==> src/rtl/fd_scan_sequencer.sv <==
// Raster scan sequencer for the FAST9 corner datapath: per reference pixel it fetches
// 16 circle points, loads them into the datapath, fires one evaluate and collects the verdict.
module fd_scan_sequencer #(
  parameter int IMG_W  = 180,
  parameter int IMG_H  = 120,
  parameter int BORDER = 3,
  parameter int ADDR_W = 15,
  parameter int CNT_W  = 15
) (
  input  logic              clock,
  input  logic              nReset,
  input  logic              start,
  input  logic              abort,
  output logic              busy,
  output logic              done,
  output logic [ADDR_W-1:0] ref_addr,
  output logic              adj_valid,
  output logic [3:0]        adj_num,
  input  logic              adj_ready,
  output logic              reg_we,
  output logic [3:0]        reg_addr,
  output logic              eval,
  input  logic              res_valid,
  input  logic              res_corner,
  output logic              corner_pulse,
  output logic [ADDR_W-1:0] corner_addr,
  output logic [CNT_W-1:0]  corner_count
);

  localparam int XW = (IMG_W > 1) ? $clog2(IMG_W) : 1;
  localparam int YW = (IMG_H > 1) ? $clog2(IMG_H) : 1;
  localparam logic [XW-1:0]     X_FIRST    = XW'(BORDER);
  localparam logic [XW-1:0]     X_LAST     = XW'(IMG_W - 1 - BORDER);
  localparam logic [YW-1:0]     Y_FIRST    = YW'(BORDER);
  localparam logic [YW-1:0]     Y_LAST     = YW'(IMG_H - 1 - BORDER);
  localparam logic [ADDR_W-1:0] ADDR_FIRST = ADDR_W'(BORDER * IMG_W + BORDER);
  localparam logic [ADDR_W-1:0] ROW_STEP   = ADDR_W'(2 * BORDER + 1);

  typedef enum logic [2:0] {IDLE, FETCH, DRAIN, EVAL, WAIT_RES, ADVANCE, DONE} state_t;

  state_t          state, next_state;
  logic [XW-1:0]   x_pos;
  logic [YW-1:0]   y_pos;
  logic            wr_pend;
  logic            pulse_q;
  logic            accept;
  logic            last_pix;

  function automatic logic [CNT_W-1:0] sat_inc(input logic [CNT_W-1:0] v);
    return (&v) ? v : v + CNT_W'(1);
  endfunction

  assign accept   = (state == FETCH) && adj_ready && !abort;
  assign last_pix = (x_pos == X_LAST) && (y_pos == Y_LAST);

  // Every strobe is masked by abort in the cycle it arrives, so a write still in flight
  // from the last accepted request never reaches the datapath.
  assign adj_valid    = (state == FETCH) && !abort;
  assign eval         = (state == EVAL) && !abort;
  assign done         = (state == DONE) && !abort;
  assign reg_we       = wr_pend && !abort;
  assign corner_pulse = pulse_q && !abort;
  assign busy         = (state != IDLE) && (state != DONE);

  always_comb begin
    next_state = state;
    case (state)
      IDLE:     if (start) next_state = FETCH;
      FETCH:    if (accept && adj_num == 4'd15) next_state = DRAIN;
      DRAIN:    next_state = EVAL;
      EVAL:     next_state = WAIT_RES;
      WAIT_RES: if (res_valid) next_state = ADVANCE;
      ADVANCE:  next_state = last_pix ? DONE : FETCH;
      DONE:     next_state = IDLE;
      default:  next_state = IDLE;
    endcase
    if (abort) next_state = IDLE;
  end

  always_ff @(posedge clock or negedge nReset) begin
    if (!nReset) begin
      state        <= IDLE;
      x_pos        <= '0;
      y_pos        <= '0;
      ref_addr     <= '0;
      adj_num      <= '0;
      wr_pend      <= 1'b0;
      reg_addr     <= '0;
      pulse_q      <= 1'b0;
      corner_addr  <= '0;
      corner_count <= '0;
    end else begin
      state   <= next_state;
      wr_pend <= accept;
      pulse_q <= 1'b0;
      if (accept) reg_addr <= adj_num;
      case (state)
        IDLE: if (start && !abort) begin
          ref_addr     <= ADDR_FIRST;
          x_pos        <= X_FIRST;
          y_pos        <= Y_FIRST;
          adj_num      <= '0;
          corner_count <= '0;
        end
        FETCH: if (accept) adj_num <= adj_num + 4'd1;
        WAIT_RES: if (res_valid && res_corner && !abort) begin
          pulse_q      <= 1'b1;
          corner_addr  <= ref_addr;
          corner_count <= sat_inc(corner_count);
        end
        // The last pixel keeps its address so ref_addr never leaves the valid window.
        ADVANCE: if (!abort && !last_pix) begin
          adj_num <= '0;
          if (x_pos == X_LAST) begin
            x_pos    <= X_FIRST;
            y_pos    <= y_pos + YW'(1);
            ref_addr <= ref_addr + ROW_STEP;
          end else begin
            x_pos    <= x_pos + XW'(1);
            ref_addr <= ref_addr + ADDR_W'(1);
          end
        end
        default: ;
      endcase
    end
  end

endmodule

==> config.mk <==
export PLATFORM = sky130hd
export DESIGN_NAME = fd_scan_sequencer
export DESIGN_NICKNAME = d
export VERILOG_FILES = /design/src/rtl/fd_scan_sequencer.sv
export SDC_FILE = /design/constraint.sdc
export NUM_CORES = 1
export LEC_CHECK = 0
export CAP_MARGIN = 0
export CORE_MARGIN = 3
export CORE_UTILIZATION = 25
export CTS_CLUSTER_DIAMETER = 50
export DETAILED_ROUTE_END_ITERATION = 7
export PLACE_DENSITY_LB_ADDON = 0.2
export SETUP_SLACK_MARGIN = 0.15
export SLEW_MARGIN = 40
export SYNTH_ARGS = -nofsm -noshare
export SYNTH_HDL_FRONTEND = slang
export SYNTH_SLANG_ARGS = --single-unit
==> constraint.sdc <==
create_clock -name clock -period 3.15 [get_ports clock]
set_input_delay 0.63 -clock clock [delete_from_list [all_inputs] [get_ports clock]]
set_output_delay 0.63 -clock clock [all_outputs]
set_load 0.02 [all_outputs]
# Word-level counts from Yosys, hierarchy flattened

Index checks and enable logic that the tools add are counted.

Register bits after elaboration: 73
Input bits: 7
Output and inout port bits: 59
Logic and storage cells: 91

$add $sub $neg: 6
Eq/ne operators: 19
Multiplexer cells: 28
Reductions and logical operators: 28

Operator list:

| kind                                                            | number |
|---|---|
| 15-bit two-way mux                                              | 6 |
| 15-bit one-hot mux with 2 select lines                          | 2 |
| 15-bit by 1-bit adder with 15-bit output, second input constant | 2 |
| 8-bit two-way mux                                               | 3 |
| 7-bit two-way mux                                               | 3 |
| 3-bit one-hot mux with 6 select lines                           | 1 |
| 8-bit one-hot mux with 2 select lines                           | 1 |
| 15-bit by 3-bit adder with 15-bit output, second input constant | 1 |
| 3-bit two-way mux                                               | 5 |
| 15-bit AND reduction                                            | 1 |
| 1-bit logical AND                                               | 14 |
| 7-bit one-hot mux with 2 select lines                           | 1 |
| 4-bit two-way mux                                               | 3 |
| 2-bit inequality test, second input constant                    | 6 |
| 4-bit one-hot mux with 3 select lines                           | 1 |
| 4-bit AND reduction                                             | 3 |
| 3-bit == test, second input constant                            | 3 |
| 3-bit inequality test, second input constant                    | 3 |
| 8-bit by 1-bit adder with 8-bit output, second input constant   | 1 |
| 8-bit == test, second input constant                            | 1 |
| 7-bit by 1-bit adder with 7-bit output, second input constant   | 1 |
| 7-bit == test, second input constant                            | 1 |
| 3-bit by 2-bit == test with 1-bit output, second input constant | 2 |
| 3-bit AND reduction                                             | 2 |
| 10 further kinds                                                | 14 |

# Longest topological paths before layout

Gate-level depths: netlist of run 1.

Depth after elaboration: 7
Mapped depth: 9
Depth with buffers taken out: 9

# Least setup slack after synthesis of run 1

Ideal clock, no wire load.

Path type: register -> register
From: register x_pos[6]
To: register ref_addr[13]
Setup time: 0.078 ns
Arrival: 2.301 ns
Required time: 3.072 ns
Path slack: 0.772 ns
Cell stages (with the launch flop): 9
Path buffers: 0
Period minus slack after synthesis: 2.378 ns
Path through: dfrtp_1 -> nand4b_1 -> nor4b_1 -> ha_1 -> nand3_1 -> a21oi_2 -> nand2_1 -> or3_1 -> a21oi_1

Longest elaborated chain between the ends: 6
Elaborated cells on any way between the ends: 9
Classes of those cells: eq/ne (2); mux (3); reduce/logical (4)

Ends and longest elaborated chain:

| element                         | line    | text |
|---|---|---|
| from (decl)                     | 42      | `logic [XW-1:0] x_pos;` |
| from (signal assigned)          | 119     | `x_pos <= x_pos + XW'(1);` |
| 8-bit == test (*)               | 54, 114 |  |
| 1-bit logical AND               | 54      | `assign last_pix = (x_pos == X_LAST) && (y_pos == Y_LAST);` |
| 1-bit logical NOT               | 112     | `ADVANCE: if (!abort && !last_pix) begin` |
| 1-bit logical AND               | 112     |  |
| 2-bit inequality test (no line) | -       |  |
| 3-bit AND reduction (no line)   | -       |  |
| to (signal assigned)            | 117     | `ref_addr <= ref_addr + ROW_STEP;` |
| to (signal assigned)            | 120     | `ref_addr <= ref_addr + ADDR_W'(1);` |
| to (decl)                       | 16      | `output logic [ADDR_W-1:0] ref_addr,` |

Every way passes the cells marked *; elsewhere a longest branch is shown, timed or not. The select of a mux whose other input is x is not followed.
A chain may end at the register's enable or synchronous reset.

# Worst setup path after layout of run 1

From: input abort
To: output adj_valid

Longest elaborated chain between the ends: 2

Ends and longest elaborated chain:

| element           | line | text |
|---|---|---|
| from (decl)       | 13   | `input logic abort,` |
| 1-bit logical NOT | 58   | `assign adj_valid = (state == FETCH) && !abort;` |
| 1-bit logical AND | 58   |  |
| to (decl)         | 17   | `output logic adj_valid,` |

No other way between the ends.

==> impl_metrics.json, run 1 <==
{
  "status": "finished clean",
  "drt-initial-drc-count": 160,
  "detail_route.vias_per_cell": 4.67,
  "area_delta_synth_final_pct": 31.9,
  "worstSetupStartpointType": "input pin",
  "die_h_um": 128,
  "max_cap_violations": 0,
  "min_path_type": "in2async",
  "postCtsResizedCells": 0,
  "clock_path_buffers": 2,
  "cp_max_fo": 3,
  "peakVddDrop_v": 0.000239,
  "grt-ovfl-total": 0,
  "antenna_found_initial": 0,
  "fin_tns_setup_ns": 0,
  "drcViolationCount": 0,
  "final_layout_size_suffix_gt1_share_pct": 9.30,
  "avgSynthCellArea_um2": 9.46,
  "cts_root_buffer": "clkbuf_16",
  "ios": 66,
  "start_util_pct": 25.7,
  "top_layer_used": "met4",
  "grt_pass1_wl_mm": 15.9,
  "worstMarginPinSlew_ns": 0.690,
  "power_density_nw_per_um2": 471,
  "synth-warning-count": 0,
  "insertion_delay_ns": 0.33,
  "ys_ff_latch": 73,
  "dieArea_um2": 16500,
  "grt_pass1_vias": 3045,
  "drv_slew": 0,
  "rsz0062_at_grt": "false",
  "hold_viol": 0,
  "cts-buffers-inserted": 9,
  "yosysSeqAreaShare_pct": 48.7,
  "required_ns": 2.52,
  "synth_edf_count": 0,
  "wl_met1_mm": 4.54,
  "fin_skew_ns": 0.00693,
  "synth_flop_cell": "dfrtp_1",
  "numClockSinks": 73,
  "syn-cell-area_um2": 3750,
  "fin_crit_ns": 2.73,
  "p_leak_nw": 2.19,
  "utilization_pct": 33.9,
  "netlist_instances": 396,
  "dr_wl_met2_mm": 4.32,
  "diodes": 0,
  "dr_wl_met3_um": 443,
  "cts_tree": "yes",
  "ant_nets": 0,
  "critPathArrivalTime_ns": 2.10,
  "synthArstFlopShare_pct": 100,
  "finalSetupViolCount": 0,
  "fmax_mhz": 366,
  "syn-num-nets": 412,
  "cts_max_level": 3,
  "wl_mm": 9.41,
  "nNetsFinal": 484,
  "gp_congestion": 0.804,
  "wl_per_cell_um": 14.3,
  "maxSlewHeadroom_pct": 54.0,
  "drt_first_pass_iters": 4,
  "post-route-period-util_pct": 86.7,
  "postCtsSetupBuffers": 0,
  "grt.total_usage_pct": 12.0,
  "path_class": "in2out",
  "die_x_um": 128,
  "port_buffers": 65,
  "core_um2": 14600,
  "synth_cell_types": 54,
  "post-dp-hpwl_mm": 6.63,
  "end_kind": "output pin",
  "cts-hold-fix-buffers": 0,
  "core.rowCount": 44,
  "via_count": 3066,
  "clk_pin_slew_ns": 0.06,
  "grt_start_max_net_pins": 74
}
-- worst paths after layout --
path                                 from              to  slack [ns]  cells past startpoint
min in group clock         corner_addr[4]  corner_addr[4]        0.47                      2
hold / removal                     nReset        x_pos[2]        0.32                      1
setup / recovery                    abort       adj_valid        0.42                      4
hold reg to reg            corner_addr[4]  corner_addr[4]        0.47                      2
setup reg to reg                 x_pos[0]    ref_addr[13]        0.74                     10
max in group asynchronous          nReset     ref_addr[1]        2.36                      1
-- sequential cells by signal (all words and copies together) (netlist names), 3 cells and up --
| register | flops |
|---|---|
| reg_addr | 4 |
| y_pos | 7 |
| corner_addr | 15 |
| ref_addr | 15 |
| adj_num | 4 |
| state | 3 |
| corner_count | 15 |
| x_pos | 8 |
-- cell type report --
class | count | area, um2
fill | 1517 | 9650
multi-input combinational | 301 | 1810
tap | 184 | 230
clock buffer | 11 | 233
timing repair buffer | 75 | 727
clock inverter | 5 | 78.8
inverter | 8 | 35.0
sequential | 73 | 1830
-- worst max-delay path, cell delays in order --
cell and delay [ns]:
clkdlybuf4s50_1 0.44, or2_1 0.26, nor2_1 0.15, clkdlybuf4s50_1 0.63
-- cells in the final DEF (no fill, tap or decap), drive strengths merged, types with 6 or more instances in the layout --
master	count
dfrtp	73
nand2	71
clkdlybuf4s50	64
nor2	47
xor2	20
nand3	19
nand4	17
o21ai	17
a21oi	17
and3	11
buf	11
clkbuf	11
nor3	9
ha	8
inv	8
mux2	6
xnor2	6
-- synth_stat cells, types with 7 or more instances --
| cell | number | area share [%] |
|---|---|---|
| dfrtp_1 | 73 | 49 |
| nand2_1 | 70 | 7.0 |
| nor2_1 | 46 | 4.6 |
| xor2_1 | 20 | 4.7 |
| nand3_1 | 19 | 2.5 |
| nand4_1 | 17 | 2.8 |
| o21ai_0 | 16 | 2.1 |
| a21oi_1 | 15 | 2.0 |
| and3_1 | 10 | 1.7 |
| nor3_1 | 9 | 1.2 |
| ha_1 | 8 | 2.7 |
| inv_1 | 7 | 0.70 |
-- cell families (layout without fill, tap and decap cells) --
family	Yosys count	count (layout)	synth area share, %
xor gates and xnor gates	26	26	6.08
DFF	73	73	48.7
adders and majority gates	9	9	3.21
and+or+nand+nor	210	210	28.4
muxes	9	9	2.60
buffers and inverters	22	99	3.01
AOI/OAI and AO/OA	47	47	7.98
-- report_power, final --
| group | switching [mW] | leakage, nW | internal [mW] |
|---|---|---|---|
| combinational | 0.121 | 1.07 | 0.107 |
| clock | 0.396 | 0.154 | 0.694 |
| sequential | 0.0402 | 0.961 | 0.971 |
-- routing by layer --
layer  vias to the layer above  GRT usage [%]
met5                         -              0
met4                         0           3.00
met3                         9           3.24
met2                        65           19.0
met1                      1466           16.3
li1                       1526              -
-- per-stage QoR --
step / area, um2 / hold WS, ns / std cells / power [mW] / worst slack [ns]
global placement: 4630 / 0.458 / 641 / 1.26 / 0.419
floorplan: 3750 / 0.334 / 396 / 1.13 / 0.772
CTS: 4940 / 0.347 / 657 / 2.38 / 0.402
detailed placement: 4630 / 0.464 / 641 / 1.26 / 0.414
global route: 4940 / 0.374 / 657 / 2.44 / 0.333
finish: 4940 / 0.323 / 657 / 2.33 / 0.419
Power figures use the tool's default switching activity.
==> run 2, diff against run 1 <==
--- a/config.mk
+++ b/config.mk
@@ -10,6 +10,7 @@
 export CORE_UTILIZATION = 25
 export CTS_CLUSTER_DIAMETER = 50
 export DETAILED_ROUTE_END_ITERATION = 7
+export DONT_BUFFER_PORTS = 1
 export PLACE_DENSITY_LB_ADDON = 0.2
 export SETUP_SLACK_MARGIN = 0.15
 export SLEW_MARGIN = 40
==> impl_metrics.json, run 2 (synthesized netlist as in run 1, its figures left out) <==
{
  "post-route-period-util_pct": 86.9,
  "max_cap_violations": 0,
  "grt-ovfl-total": 0,
  "grt_start_max_net_pins": 74,
  "setup_ws_ns": 0.413,
  "detail_route.vias_per_cell": 4.82,
  "critical_path.max_stage_delay_ns": 0.74,
  "cp_top_family": "simple AND/OR/NAND/NOR gates",
  "antenna_found_initial": 0,
  "diodes": 0,
  "required_ns": 3.41,
  "clk_pin_slew_ns": 0.06,
  "status": "finished clean",
  "critPathArrivalTime_ns": 3.00,
  "biggestRegsByFlops": "corner_addr x15, corner_count x15, ref_addr x15",
  "end_kind": "register",
  "clock_path_buffers": 2,
  "die_h_um": 128,
  "grt_pass1_wl_mm": 15.9,
  "place_ws_ns": 0.419,
  "via_count": 2829,
  "insertion_delay_ns": 0.34,
  "final_cell_mix": "dfrtp_1 (73), nand2_1 (70), nor2_1 (45)",
  "peakVddDrop_v": 0.000258,
  "cts_root_buffer": "clkbuf_16",
  "fin_crit_ns": 2.74,
  "fin_tns_setup_ns": 0,
  "min_path_type": "in2async",
  "final_layout_size_suffix_gt1_share_pct": 9.68,
  "core_um2": 14600,
  "path_class": "reg2reg",
  "layout_commonest_cell": "dfrtp_1",
  "reg2reg_depth": 8,
  "finalSetupViolCount": 0,
  "grt.total_usage_pct": 12.3,
  "start_util_pct": 25.7,
  "p_leak_nw": 1.93,
  "cts_max_level": 3,
  "path_buf_inv": 0,
  "cp_max_fo": 6,
  "ant_nets": 0,
  "drt-initial-drc-count": 158,
  "drt_first_pass_iters": 4,
  "cts_tree": "yes",
  "path_depth": 8,
  "wl_per_cell_um": 16.3,
  "fmax_mhz": 365,
  "grt_pass1_vias": 2921,
  "wl_mm": 9.58,
  "area_delta_synth_final_pct": 13.9,
  "drv_slew": 0,
  "ios": 66,
  "postCtsSetupBuffers": 0,
  "hold_viol": 0,
  "path_cells": "nand4b_1, nor4b_1, ha_1, nand3_1, a21oi_2, nand2_1, or3_1, a21oi_1",
  "numClockSinks": 73,
  "core.rowCount": 44,
  "drcViolationCount": 0,
  "worstMarginPinSlew_ns": 0.829,
  "cts-buffers-inserted": 9,
  "port_buffers": 0,
  "maxSlewHeadroom_pct": 44.0,
  "gp_congestion": 0.783,
  "power_density_nw_per_um2": 520,
  "dieArea_um2": 16500,
  "nNetsFinal": 414,
  "cpMaxStageDelayCell": "nor4b_1",
  "postCtsResizedCells": 0,
  "rsz0062_at_grt": "false",
  "worstSetupStartpointType": "register",
  "die_x_um": 128,
  "fin_skew_ns": 0.00935,
  "post-dp-hpwl_mm": 6.71
}
## run 2: changes by cell type in the layout (fill, tap and decap cells not counted)
cell,previous run,this run
buf_16,0,1
buf_4,10,4
buf_6,1,0
bufinv_16,2,1
clkbuf_1,2,1
clkbuf_8,0,2
clkdlybuf4s50_1,64,0
clkinv_2,2,1
clkinv_4,1,2
clkinvlp_4,0,1
inv_6,1,0
## run 2: power by group
| part | total [mW] | switching, mW | internal, mW |
|---|---|---|---|
| sequential | 1.05 | 0.0810 | 0.970 |
| clock | 1.06 | 0.401 | 0.657 |
| combinational | 0.111 | 0.0652 | 0.0455 |
| total | 2.22 | 0.548 | 1.67 |
## run 2: timing repair
item	in CTS	in global routing
hold buffers	1	0
endpoints found under the setup margin	0	0
hold endpoints to repair	73	0
## run 2: final timing paths
check                           startpoint           end  slack, ns
worst max-delay path              x_pos[6]  ref_addr[13]       0.41
worst min-delay path                nReset      y_pos[4]       0.19
worst max register to register    x_pos[6]  ref_addr[13]       0.41
worst min register to register    y_pos[6]      y_pos[6]       0.54
max in group asynchronous           nReset   ref_addr[1]       2.67
min in group clock                   abort      x_pos[4]       0.41
## run 2: metal layers
metal | global-route usage [%] | part of all wire [%] | wire [um] | vias to the layer above
li1 | - | - | - | 1377
met2 | 19.2 | 45 | 4310 | 62
met5 | 0 | 0 | 0 | -
met1 | 16.0 | 47 | 4460 | 1376
met3 | 4.19 | 6.4 | 611 | 14
met4 | 4.24 | 2.0 | 195 | 0
## run 2: worst reg2reg max path, delay by kind of cell (launching register included)
| family | cells | cell delay [ns] |
|---|---|---|
| compound gates | 2 | 0.38 |
| simple gates | 5 | 1.57 |
| flops | 1 | 0.43 |
| fa+ha+maj | 1 | 0.30 |
## run 2: area by class of cell
class,instances,area (um2)
inverter,8,35.0
fill,1536,10300
clock inverter,4,51.3
clock buffer,12,256
sequential,73,1830
timing repair buffer,5,57.6
tap,184,230
multi-input combinational,301,1810
## run 2: metrics by stage
step                      hold slack (ns)  power (mW)  cell area (um2)  instances  util [%]
after floorplan                     0.334        1.13             3750        396         -
after global placement              0.339        1.16             3930        570      27.0
after detailed placement            0.339        1.16             3930        570      27.0
after CTS                           0.199        2.26             4270        587      29.3
after global routing                0.213        2.31             4270        587      29.3
final                               0.194        2.22             4270        587      29.3
==> RTL change: new RTL, settings of run 2 <==
`ADDR_W`: 15 -> 14.
--- a/src/rtl/fd_scan_sequencer.sv
+++ b/src/rtl/fd_scan_sequencer.sv
@@ -4,7 +4,7 @@
   parameter int IMG_W  = 180,
   parameter int IMG_H  = 120,
   parameter int BORDER = 3,
-  parameter int ADDR_W = 15,
+  parameter int ADDR_W = 14,
   parameter int CNT_W  = 15
 ) (
   input  logic              clock,
Interface: changed (resized corner_addr and ref_addr); port bits go from 66 to 64. The function was not compared with the original's and may differ.
==> RTL change against run 2 <==
- cell count shrank 3.2%
- non-clock buffer count grew 5
- total power grew 1.2%
- core utilization grew 0.43 points
- area after synthesis grew 2.8%
- critical endpoint is now ref_addr[12]
- die area grew 2.6%
- global-route usage shrank 0.13 points
- worst setup slack gained 0.089 ns
- wire length grew 7.3%
- sequential share of layout area shrank 2.4 points
- sequential cell count shrank 2
- hold slack lost 0.027 ns
- cell area grew 3.0%
==> RTL change: results (changes against run 2) <==
stage,metric,value,unit,change
run_status,status,finished clean,,unchanged
power,p_leak,0.00190,uW,was 0.00193 uW
routing,drtIter0Drc,134,,was 158
sta,hold_violations,0,,unchanged
critical_path,worstPathArrival,2.90,ns,was 3.00 ns
yosys,synth_cell_types,57,,was 54
clock_tree,clk_pin_slew,0.06,ns,about the same
sta,skew,0.00760,ns,was 0.00935 ns
grt,grtUsageTotal,12.2,%,was 12.3%
critical_path,crit_fanout,7,,was 6
critical_path,r2r_cells,9,,was 8
routing,first_pass_iters,4,,unchanged
grt,grt_pass1_wl,16400,um,was 15900 um
clock_tree,numCtsBuffers,9,,unchanged
final_layout,fill_cells,1523,,was 1536
final_layout,top_regs,"corner_count: 15 flops, corner_addr: 14 flops, ref_addr: 14 flops",,"was corner_addr: 15 flops, corner_count: 15 flops, ref_addr: 15 flops"
clock_tree,clockRootBuffer,clkbuf_16,,unchanged
critical_path,critPathKind,reg -> reg,,unchanged
yosys,ys_warn_count,0,,unchanged
sta,relSlewSlack,44.9,%,was 44.0%
final_layout,drive_gt1_share,14.3,%,was 9.68%
routing,routedWlPerCell,18.1,um,was 16.3 um
critical_path,rrSetupSlack,0.50,ns,was 0.41 ns
yosys,synth_seq_area_share,46.1,%,was 48.7%
sta,post-route-period-util,84.1,%,was 86.9%
critical_path,crit_end,ref_addr[12],,was ref_addr[13]
routing,viasPerCell,5.40,,was 4.82
critical_path,slowest_stage,or4_1,,was nor4b_1
routing,wirelength,10300,um,was 9580 um
place,dp_cells,551,,was 570
grt,antenna_found_initial,0,,unchanged
grt,grt_start_max_net_pins,72,,was 74
power,ir_drop,0.235,mV,was 0.258 mV
yosys,syn-num-nets,398,,was 412
clock_tree,clkLatencyLatePin,0.33,ns,
place,dpl_cell_area,0.00406,mm^2,was 0.00393 mm^2
final_layout,diodes,0,,unchanged
yosys,syn_inst,382,,was 396
grt,grt_pass1_vias,2966,,was 2921
routing,drc,0,,unchanged
yosys,synth_area_leaders,"dfrtp_1 46%, mux2_2 5.8%, mux2i_1 3.4%",,"was dfrtp_1 49%, nand2_1 7.0%, xor2_1 4.7%"
clock_tree,clockBufferDepth,2,,unchanged
place,hpwl,6900,um,was 6710 um
critical_path,critPathTopFamily,simple AND/OR/NAND/NOR gates,,unchanged
clock_tree,htreeDepth,3,,unchanged
place,portBuffers,0,,unchanged
critical_path,worstReg2RegStart,x_pos[0],,was x_pos[6]
yosys,synthArstFlopShare,100,%,unchanged
yosys,synth_common_cells,"71 x dfrtp_1, 30 x nand2_1, 22 x a21oi_1, 20 x mux2_2",,"was 73 x dfrtp_1, 70 x nand2_1, 46 x nor2_1, 20 x xor2_1, 19 x nand3_1"
critical_path,slowest_delay,0.53,ns,was 0.74 ns
place,dp_slack,0.377,ns,was 0.419 ns
run,maxCapViolations,0,,unchanged
grt,overflow,0,,unchanged
place,place.gp.congestion,0.793,,was 0.783
hold_path,hold_path.class,in -> async,,unchanged
## RTL change: cell count changes after synthesis, moves of 10 or more
| cell | run 2 | this run |
|---|---|---|
| nand2_1 | 70 | 30 |
| mux2_2 | 6 | 20 |
| a31oi_1 | 0 | 11 |
| nor2_1 | 46 | 16 |
| mux2i_1 | 3 | 13 |
| xor2_1 | 20 | 1 |
| clkbuf_1 | 6 | 17 |
## RTL change: per-stage QoR
stage / power (uW) / util (%) / hold slack (ns)
floorplan: 1160 / - / 0.334
global placement: 1200 / 27.4 / 0.338
detailed placement: 1200 / 27.4 / 0.337
CTS: 2280 / 29.7 / 0.192
global route: 2350 / 29.7 / 0.193
finish: 2250 / 29.7 / 0.167
## RTL change: how the worst min path moves through the flow
stage	startpoint	cells after the start	endpoint	slack [ns]
floorplan	nReset	0	adj_num[0]	0.33
global placement	nReset	0	corner_count[12]	0.34
detailed placement	nReset	0	corner_count[13]	0.34
CTS	nReset	1	corner_count[13]	0.19
global route	nReset	1	corner_count[9]	0.19
finish	nReset	1	corner_count[12]	0.17
## RTL change: power breakdown
group          switching [uW]  internal, uW  leakage [uW]  total, uW
registers                94.3           950      0.000930       1040
clock network             406           639      0.000149       1040
logic                    85.8          71.5      0.000819        157
total                     586          1660       0.00190       2250
## RTL change: final cells by class
| type | instances | area [um^2] | share of cell area (%) |
|---|---|---|---|
| multi-input cells | 276 | 1940 | 44.2 |
| inverters | 11 | 41.3 | 0.939 |
| well taps | 184 | 230 | 5.24 |
| repair buffers | 10 | 95.1 | 2.16 |
| flip-flops and latches | 71 | 1780 | 40.4 |
| clock inverters | 6 | 68.8 | 1.57 |
| clock buffers | 10 | 239 | 5.44 |
## RTL change: cell families after synthesis
group	Yosys count	share of synthesized area, %
simple gates	143	22.2
compound gates	88	15.0
flops	71	46.1
buf+inv	35	3.61
mux	33	9.23
fa+ha+maj	9	3.12
xor+xnor	3	0.682
## RTL change: worst reg2reg max path: cells and delay by family, from the launching register on
kind / cells / cell delay (ns)
simple gates: 4 / 1.39
flops: 1 / 0.44
buf+inv: 1 / 0.08
compound gates: 2 / 0.24
fa+ha+maj: 2 / 0.42
## RTL change: layer usage
metal  up-vias  global-route usage [%]  part of all wire [%]
li1       1433                       -                     -
met1      1538                    16.3                    47
met2        89                    18.9                    46
met3         7                    4.34                   6.8
met4         0                    3.00                  0.74
met5         -                       0                     0
## RTL change: repair_timing
action,in CTS,in global routing
gates resized for setup,0,1
hold endpoints to repair,71,0
endpoints found under the setup margin,0,8
hold buffers,1,0
buffers inserted,0,0
